--- config.mk ---
export PLATFORM = sky130hd
export DESIGN_NAME = parking_controller_multi
export DESIGN_NICKNAME = d
export VERILOG_FILES = /design/src/rtl/parking_controller_multi.sv
export SDC_FILE = /design/constraint.sdc
export NUM_CORES = 1
export LEC_CHECK = 0
export CAP_MARGIN = 25
export CORE_AREA = 2 2 68 70
export DETAILED_ROUTE_END_ITERATION = 8
export DIE_AREA = 0 0 70 72
export PLACE_DENSITY = 0.58
export SKIP_LAST_GASP = 1
export SLEW_MARGIN = 20
export SYNTH_ARGS = -nofsm -noshare
export SYNTH_HDL_FRONTEND = slang
export SYNTH_SLANG_ARGS = --single-unit
--- constraint.sdc ---
create_clock -name clk -period 5.05 [get_ports clk]
set_clock_uncertainty 0.1 [all_clocks]
set_input_delay 0.505 -clock clk [delete_from_list [all_inputs] [get_ports clk]]
set_output_delay 0.505 -clock clk [all_outputs]
set_load 0.02 [all_outputs]
--- src/rtl/parking_controller_multi.sv ---
// rtl/parking_controller_multi.sv - multi-slot parking gate controller
// Occupancy tracking, two-field password check with timeout, lockout and blinking LEDs.
module parking_controller_multi #(
  parameter int                  CAPACITY       = 8,
  parameter int                  PW_WIDTH       = 4,
  parameter logic [PW_WIDTH-1:0] PASS_1         = PW_WIDTH'(1),
  parameter logic [PW_WIDTH-1:0] PASS_2         = PW_WIDTH'(2),
  parameter int                  TIMEOUT_CYCLES = 32,
  parameter int                  MAX_TRIES      = 3,
  parameter int                  LOCK_CYCLES    = 64,
  parameter int                  BLINK_DIV      = 4
) (
  input  logic                             clk,
  input  logic                             reset,
  input  logic                             sensor_entrance,
  input  logic                             sensor_exit,
  input  logic                             car_depart,
  input  logic [PW_WIDTH-1:0]              password_1,
  input  logic [PW_WIDTH-1:0]              password_2,
  input  logic                             pass_valid,
  output logic                             gate_open,
  output logic                             GREEN_LED,
  output logic                             RED_LED,
  output logic                             alarm,
  output logic                             full,
  output logic [$clog2(CAPACITY+1)-1:0]    occupancy
);

  localparam int OW   = $clog2(CAPACITY + 1);
  localparam int TMAX = (TIMEOUT_CYCLES > LOCK_CYCLES) ? TIMEOUT_CYCLES : LOCK_CYCLES;
  localparam int TW   = $clog2(TMAX + 1);
  localparam int RW   = $clog2(MAX_TRIES + 1);
  localparam int DW   = (BLINK_DIV > 1) ? $clog2(BLINK_DIV) : 1;
  localparam logic [OW-1:0] CAP = OW'(CAPACITY);

  typedef enum logic [2:0] {
    S_IDLE   = 3'd0,
    S_WAIT   = 3'd1,
    S_WRONG  = 3'd2,
    S_RIGHT  = 3'd3,
    S_LOCKED = 3'd4
  } state_t;

  state_t        state_q, state_d;
  logic [TW-1:0] timer_q, timer_d;
  logic [RW-1:0] tries_q, tries_d;
  logic [OW-1:0] occ_q, occ_d;
  logic [DW-1:0] div_q, div_d;
  logic          phase_q, phase_d;
  logic          full_q, full_d;
  logic          gate_q, gate_d;
  logic          alarm_q, alarm_d;
  logic          green_q, green_d;
  logic          red_q, red_d;
  logic          match, inc, dec;

  always_comb begin
    state_d = state_q;
    timer_d = timer_q;
    tries_d = tries_q;
    match   = pass_valid && (password_1 == PASS_1) && (password_2 == PASS_2);

    // Saturating occupancy; an entry and a departure in one cycle cancel out.
    inc   = (state_q == S_RIGHT) && sensor_exit;
    dec   = car_depart && (occ_q != '0);
    occ_d = occ_q;
    if (inc && !dec && occ_q != CAP) occ_d = occ_q + OW'(1);
    else if (dec && !inc)            occ_d = occ_q - OW'(1);
    full_d = (occ_d == CAP);

    case (state_q)
      S_IDLE: begin
        if (sensor_entrance && !full_q) begin
          state_d = S_WAIT;
          timer_d = '0;
          tries_d = '0;
        end
      end
      S_WAIT, S_WRONG: begin
        timer_d = timer_q + TW'(1);
        if (match) begin
          state_d = S_RIGHT;
        end else if (pass_valid) begin
          tries_d = tries_q + RW'(1);
          timer_d = '0;
          state_d = (tries_d == RW'(MAX_TRIES)) ? S_LOCKED : S_WRONG;
        end else if (timer_q == TW'(TIMEOUT_CYCLES - 1)) begin
          state_d = S_IDLE;
        end
      end
      S_RIGHT: begin
        if (sensor_exit) begin
          if (sensor_entrance && occ_d != CAP) begin
            state_d = S_WAIT;
            timer_d = '0;
            tries_d = '0;
          end else begin
            state_d = S_IDLE;
          end
        end
      end
      S_LOCKED: begin
        if (timer_q == TW'(LOCK_CYCLES - 1)) begin
          state_d = S_IDLE;
          timer_d = '0;
          tries_d = '0;
        end else begin
          timer_d = timer_q + TW'(1);
        end
      end
      default: state_d = S_IDLE;
    endcase

    // Blink divider restarts on every state change so blinking begins dark.
    div_d   = div_q + DW'(1);
    phase_d = phase_q;
    if (state_d != state_q) begin
      div_d   = '0;
      phase_d = 1'b0;
    end else if (div_q == DW'(BLINK_DIV - 1)) begin
      div_d   = '0;
      phase_d = ~phase_q;
    end

    gate_d  = (state_d == S_RIGHT);
    alarm_d = (state_d == S_LOCKED);
    green_d = (state_d == S_RIGHT) && phase_d;
    case (state_d)
      S_IDLE:   red_d = full_d;
      S_WAIT:   red_d = 1'b1;
      S_WRONG:  red_d = phase_d;
      S_LOCKED: red_d = phase_d;
      default:  red_d = 1'b0;
    endcase
  end

  always_ff @(posedge clk or posedge reset) begin
    if (reset) begin
      state_q <= S_IDLE;
      timer_q <= '0;
      tries_q <= '0;
      occ_q   <= '0;
      div_q   <= '0;
      phase_q <= 1'b0;
      full_q  <= 1'b0;
      gate_q  <= 1'b0;
      alarm_q <= 1'b0;
      green_q <= 1'b0;
      red_q   <= 1'b0;
    end else begin
      state_q <= state_d;
      timer_q <= timer_d;
      tries_q <= tries_d;
      occ_q   <= occ_d;
      div_q   <= div_d;
      phase_q <= phase_d;
      full_q  <= full_d;
      gate_q  <= gate_d;
      alarm_q <= alarm_d;
      green_q <= green_d;
      red_q   <= red_d;
    end
  end

  assign gate_open = gate_q;
  assign alarm     = alarm_q;
  assign GREEN_LED = green_q;
  assign RED_LED   = red_q;
  assign full      = full_q;
  assign occupancy = occ_q;

endmodule

==> Yosys cells after proc, flatten, opt, wreduce, memory -nomap -nowiden <==
Cells that the tools add are included.
Widths: inputs -> output; s select.
{ "totals": {"ramBits": 0, "latchBits": 0, "n_memories": 0, "output_inout_bits": 9, "mem_bits_ro": 0, "regBits": 24} }
{ "classes": {"bitwise": 1, "n_reduce_logical": 21, "magnitude_cmp": 0, "mux": 30, "n_addsub": 5, "shifts": 0, "div": 0, "eq_ne": 24, "mul": 0} }
{ "op_table": {"columns": ["op", "count"], "rows": [
  ["$mux 7", 6],
  ["$pmux 7 s4", 1],
  ["$mux 3", 7],
  ["$mux 2", 8],
  ["$eq 3x2->1 const B", 4],
  ["$pmux 3 s4", 1],
  ["$logic_and 1x1->1", 10],
  ["$ne 2x2->1 const B", 5],
  ["$mux 4", 2],
  ["$ne 4x4->1 const B", 2],
  ["$pmux 2 s4", 1],
  ["$reduce_bool 4->1", 2],
  ["$add 7x1->7 const B", 1],
  ["$eq 7x5->1 const B", 1],
  ["$eq 7x6->1 const B", 1],
  ["$reduce_and 7->1", 1],
  ["$eq 3x1->1 const B", 2],
  ["$eq 3x3->1 const B", 2],
  ["$logic_not 3->1", 2],
  ["$add 2x1->2 const B", 2],
  ["$add 4x1->4 const B", 1],
  ["$eq 2x2->1 const B", 2],
  ["$eq 4x1->1 const B", 1],
  ["$eq 4x2->1 const B", 1],
  ["10 further kinds", 15]
]} }

==> Depth between registers and ports, before layout <==
{ "logic_depth": {"ltp_word": 14, "depth_mapped": 8, "mapped_depth_nobuf": 8} }

==> Worst setup path after synthesis <==
Ideal clock, no wire load.
{ "synth_path": {"path_type": "reg2reg", "from": "reg occ_q[1] (netlist: occupancy[1])", "to": "reg div_q[0]", "synth_period_minus_slack_ns": 2.674, "path_buffers": 0, "arrival_time_ns": 2.453, "t_required_ns": 4.830, "setup_slack_ns": 2.376, "path_stages_with_launch": 9, "setup_time_ns": 0.120, "cell_sequence": "dfrtp_1 inv_1 ha_1 nor2b_1 or3_1 a22o_4 a2111oi_4 nor3_2 o211a_1"} }
{ "synth_between": {"elab_chain_len": 13, "elab_cells_between_ends": 18} }
{ "synth_rtl": {"columns": ["element", "line", "rtl"], "rows": [
  ["start, declared", "47", "logic [OW-1:0] occ_q, occ_d;"],
  ["start signal, assigned", "142", "occ_q <= '0;"],
  ["start signal, assigned", "154", "occ_q <= occ_d;"],
  ["branches (longest 5 deep; another with $sub 4x1->4)", null, null],
  ["$mux 4 *", "67", "if (inc && !dec && occ_q != CAP) occ_d = occ_q + OW'(1);"],
  ["$ne 4x4->1 *", "93", "if (sensor_entrance && occ_d != CAP) begin"],
  ["$logic_and 1x1->1 *", "93", null],
  ["$mux 1 *", "93", null],
  ["$mux 3 *", "92", "if (sensor_exit) begin"],
  ["$pmux 3 s4 *", "71", "case (state_q)"],
  ["$ne 3x3->1 *", "117", "if (state_d != state_q) begin"],
  ["$mux 2 *", "117", null],
  ["net div_d[0]", "48", "logic [DW-1:0] div_q, div_d;"],
  ["end signal, assigned", "155", "div_q <= div_d;"],
  ["end, declared", "48", null]
]} }
Mark *: on every way through the listed nets, which the timed path passes.
A chain may end at the register's enable or synchronous reset.

==> Worst setup path in the final report <==
{ "layout_path": {"from": "reg occ_q[1] (netlist: occupancy[1])", "to": "reg tries_q[1]"} }
{ "layout_between": {"elab_chain_len": 10, "elab_cells_between_ends": 15} }
{ "layout_rtl": {"columns": ["element", "line", "rtl"], "rows": [
  ["branches (longest 5 deep; another with $sub 4x1->4)", null, null],
  ["$mux 4 *", "67", null],
  ["$ne 4x4->1 *", "93", null],
  ["$logic_and 1x1->1 *", "93", null],
  ["$ne 2x1->1 (no source line) *", null, null],
  ["$reduce_and 7->1 (no source line) *", null, null],
  ["end signal, assigned", "153", "tries_q <= tries_d;"],
  ["end, declared", "46", "logic [RW-1:0] tries_q, tries_d;"]
]} }
Mark *: on every way between the ends.

==> results.sh <==
export IMPL_num_antenna_cells=0
export IMPL_clock_sinks=24
export IMPL_yosysUniqueCellTypes=59
export IMPL_dr_max_layer_used="met4"
export IMPL_layout_drive_gt1_share_pct=10.94
export IMPL_max_slew_margin_pct=55.31
export IMPL_cts_buffers=3
export IMPL_finalHoldViolCount=0
export IMPL_cp_end_kind="flip-flop"
export IMPL_drc=0
export IMPL_required_ps=5110
export IMPL_criticalPathCategory="reg -> reg"
export IMPL_start_util_pct=38.64
export IMPL_wl_met3_um=77
export IMPL_status="finished clean"
export IMPL_multi_input_area_um2=967.2
export IMPL_place_inst=239
export IMPL_cts_tree="built"
export IMPL_setup_tns_ps=0
export IMPL_via_count=1380
export IMPL_routedWlPerCell_um=15.55
export IMPL_grt_pass1_vias=1478
export IMPL_fin_crit_ps=2906
export IMPL_crit_fanout=9
export IMPL_drt_first_pass_iters=4
export IMPL_critPathTopFamily="compound AO/OA/AOI/OAI gates"
export IMPL_netlist_area_leader_share_pct=36.45
export IMPL_cp_arrival_ps=2970
export IMPL_cts_buffer_depth=2
export IMPL_power_total_uw=1098
export IMPL_start_kind="flip-flop"
export IMPL_yosys_top_cells_area="dfrtp_1 36%, ha_1 3.8%, inv_1 3.6%"
export IMPL_port_buffers=22
export IMPL_syn_nets=189
export IMPL_irDropWorstVdd_mv=0.1840
export IMPL_met1_length_um=1621
export IMPL_grt_usage_pct=16.38
export IMPL_final_nets=212
export IMPL_power_density_nw_per_um2=553.5
export IMPL_die_y_um=72
export IMPL_grt_max_degree=25
export IMPL_hp_class="reg -> reg"
export IMPL_crit_slowest_cell="nor2b_1"
export IMPL_ff_latch_area_um2=600.6
export IMPL_yosys_area_top_type="dfrtp_1"
export IMPL_stdcell_count=244
export IMPL_grt_setup_unrepaired="false"
export IMPL_overflow=0
export IMPL_yosysWarnings=0
export IMPL_clockRootBuffer="clkbuf_8"
export IMPL_worstSkewPairLatency_ps=270
export IMPL_fmax_mhz=344.1
export IMPL_route_met2_wl_um=2044
export IMPL_avgSynthCellArea_um2=9.693
export IMPL_ctsHoldBuffers=0
export IMPL_drtIter0Drc=23
export IMPL_postCtsSetupBuffers=0
export IMPL_crit_path_cell_trace="inv_1, ha_1, nor2b_1, o211ai_1, o2111ai_1, a211oi_4, a211oi_2, mux2_1"
export IMPL_post_route_period_util_pct=57.55
export IMPL_syn_inst=170
export IMPL_ys_seq_area_share_pct=36.45
export IMPL_gp_congestion=0.7892
export IMPL_fp_dieW_um=70
export IMPL_syn2layout_area_growth_pct=20.35
export IMPL_num_fill_cells=408
export IMPL_max_cap_violations=0
export IMPL_slew_violations=0
export IMPL_cts_resized=0
export IMPL_crit_path_max_incr_delay_ps=500
export IMPL_num_rows=24
export IMPL_cp_num_buf_inv=1
export IMPL_syn_area_um2=1648
export IMPL_ant_nets=0
export IMPL_h_tree_depth=1
export IMPL_fp_coreArea_um2=4264
export IMPL_pin_count=23
export IMPL_final_cell_mix="24 x dfrtp_1, 22 x clkdlybuf4s50_1, 16 x inv_1"
export IMPL_grt_pass1_wl_um=6658
export IMPL_reg2reg_slack_ps=2140
export IMPL_synth_ff_type="dfrtp_1"
export IMPL_setup_viol=0
export IMPL_worstMarginPinSlew_ps=668.6
export IMPL_antenna_found_initial=0
export IMPL_avgViaCountPerCell=5.656
export IMPL_clk_pin_slew_ps=90
export IMPL_die_area_um2=5040
export IMPL_p_leak_uw=0.0008171
export IMPL_final_common_cell="dfrtp_1"
export IMPL_async_flop_share_pct=100.0
export IMPL_synth_seq_cells=24
export IMPL_routed_wl_um=3795
export IMPL_hpwl_um=2914
export IMPL_synth_edf_count=0
where the power goes:
group          internal [uW]  total [uW]  switching (uW)
combinational            270         618             348
sequential               255         346            90.2
clock                   69.8         134            64.2
flip-flops by register name (all words and copies together), names as in the netlist:
signal,count
div_q,2
RED_LED,1
occupancy,4
alarm,1
state_q,3
full,1
gate_open,1
phase_q,1
tries_q,2
GREEN_LED,1
timer_q,7
worst paths after layout:
check | cells after the start | end | startpoint
worst max register to register | 8 | tries_q[1]$_DFFE_PP0P_ | occupancy[1]$_DFF_PP0_
worst min-delay path | 1 | tries_q[1]$_DFFE_PP0P_ | tries_q[1]$_DFFE_PP0P_
max in group asynchronous | 3 | tries_q[0]$_DFFE_PP0P_ | reset
worst max-delay path | 8 | tries_q[1]$_DFFE_PP0P_ | occupancy[1]$_DFF_PP0_
min in group asynchronous | 2 | state_q[2]$_DFF_PP0_ | reset
worst min register to register | 1 | tries_q[1]$_DFFE_PP0P_ | tries_q[1]$_DFFE_PP0P_
cell usage after synthesis (2+ instances only):
cell type,instances
o2111ai_1,2
a211oi_1,2
o21ai_0,5
o211ai_1,3
dfrtp_1,24
a211oi_4,2
nand3b_1,3
nand2_1,8
inv_1,16
nand3_1,3
ha_1,5
o2111a_1,3
a21oi_1,9
nor3_1,3
o21ai_1,2
or3_1,3
o211a_1,2
o221ai_1,2
nor2_1,10
or4b_2,3
xnor2_1,4
a31oi_1,2
mux2i_1,4
a311oi_1,2
clkbuf_1,4
nand2b_1,7
a21o_1,2
nor2b_1,3
o21a_1,2
kinds of logic after synthesis:
kind of cell | count (synthesis) | synth area share [%]
buffers and inverters | 21 | 4.859
adder cells (fa/ha/maj) | 6 | 4.404
multiplexers | 6 | 3.797
AO/OA/AOI/OAI | 54 | 27.94
AND/OR/NAND/NOR | 54 | 19.89
flip-flops | 24 | 36.45
XOR/XNOR | 5 | 2.657
per-layer routing:
| metal | up-vias | track usage, % |
|---|---|---|
| met1 | 678 | 18.47 |
| li1 | 683 | - |
| met5 | - | 0 |
| met3 | 5 | 1.944 |
| met2 | 14 | 31.43 |
| met4 | 0 | 6.624 |
through the flow:
step | cell area (um2) | hold slack (ps) | setup WS [ps] | util (%)
global placement | 1913 | 375.8 | 1917 | 44.87
detailed placement | 1913 | 385.2 | 1900 | 44.87
floorplan | 1648 | 362.3 | 2376 | -
CTS | 1968 | 405.3 | 2161 | 46.16
finish | 1983 | 411.1 | 2144 | 46.51
global route | 1983 | 452.7 | 1974 | 46.51
layout make-up:
cell class | instances | area share, %
well taps | 52 | 3.281
inverters | 16 | 3.028
multi-input cells | 125 | 48.77
repair buffers | 23 | 11.86
clock buffers | 4 | 2.776
flip-flops and latches | 24 | 30.28
Note: power is estimated with default switching activity, not from simulation.
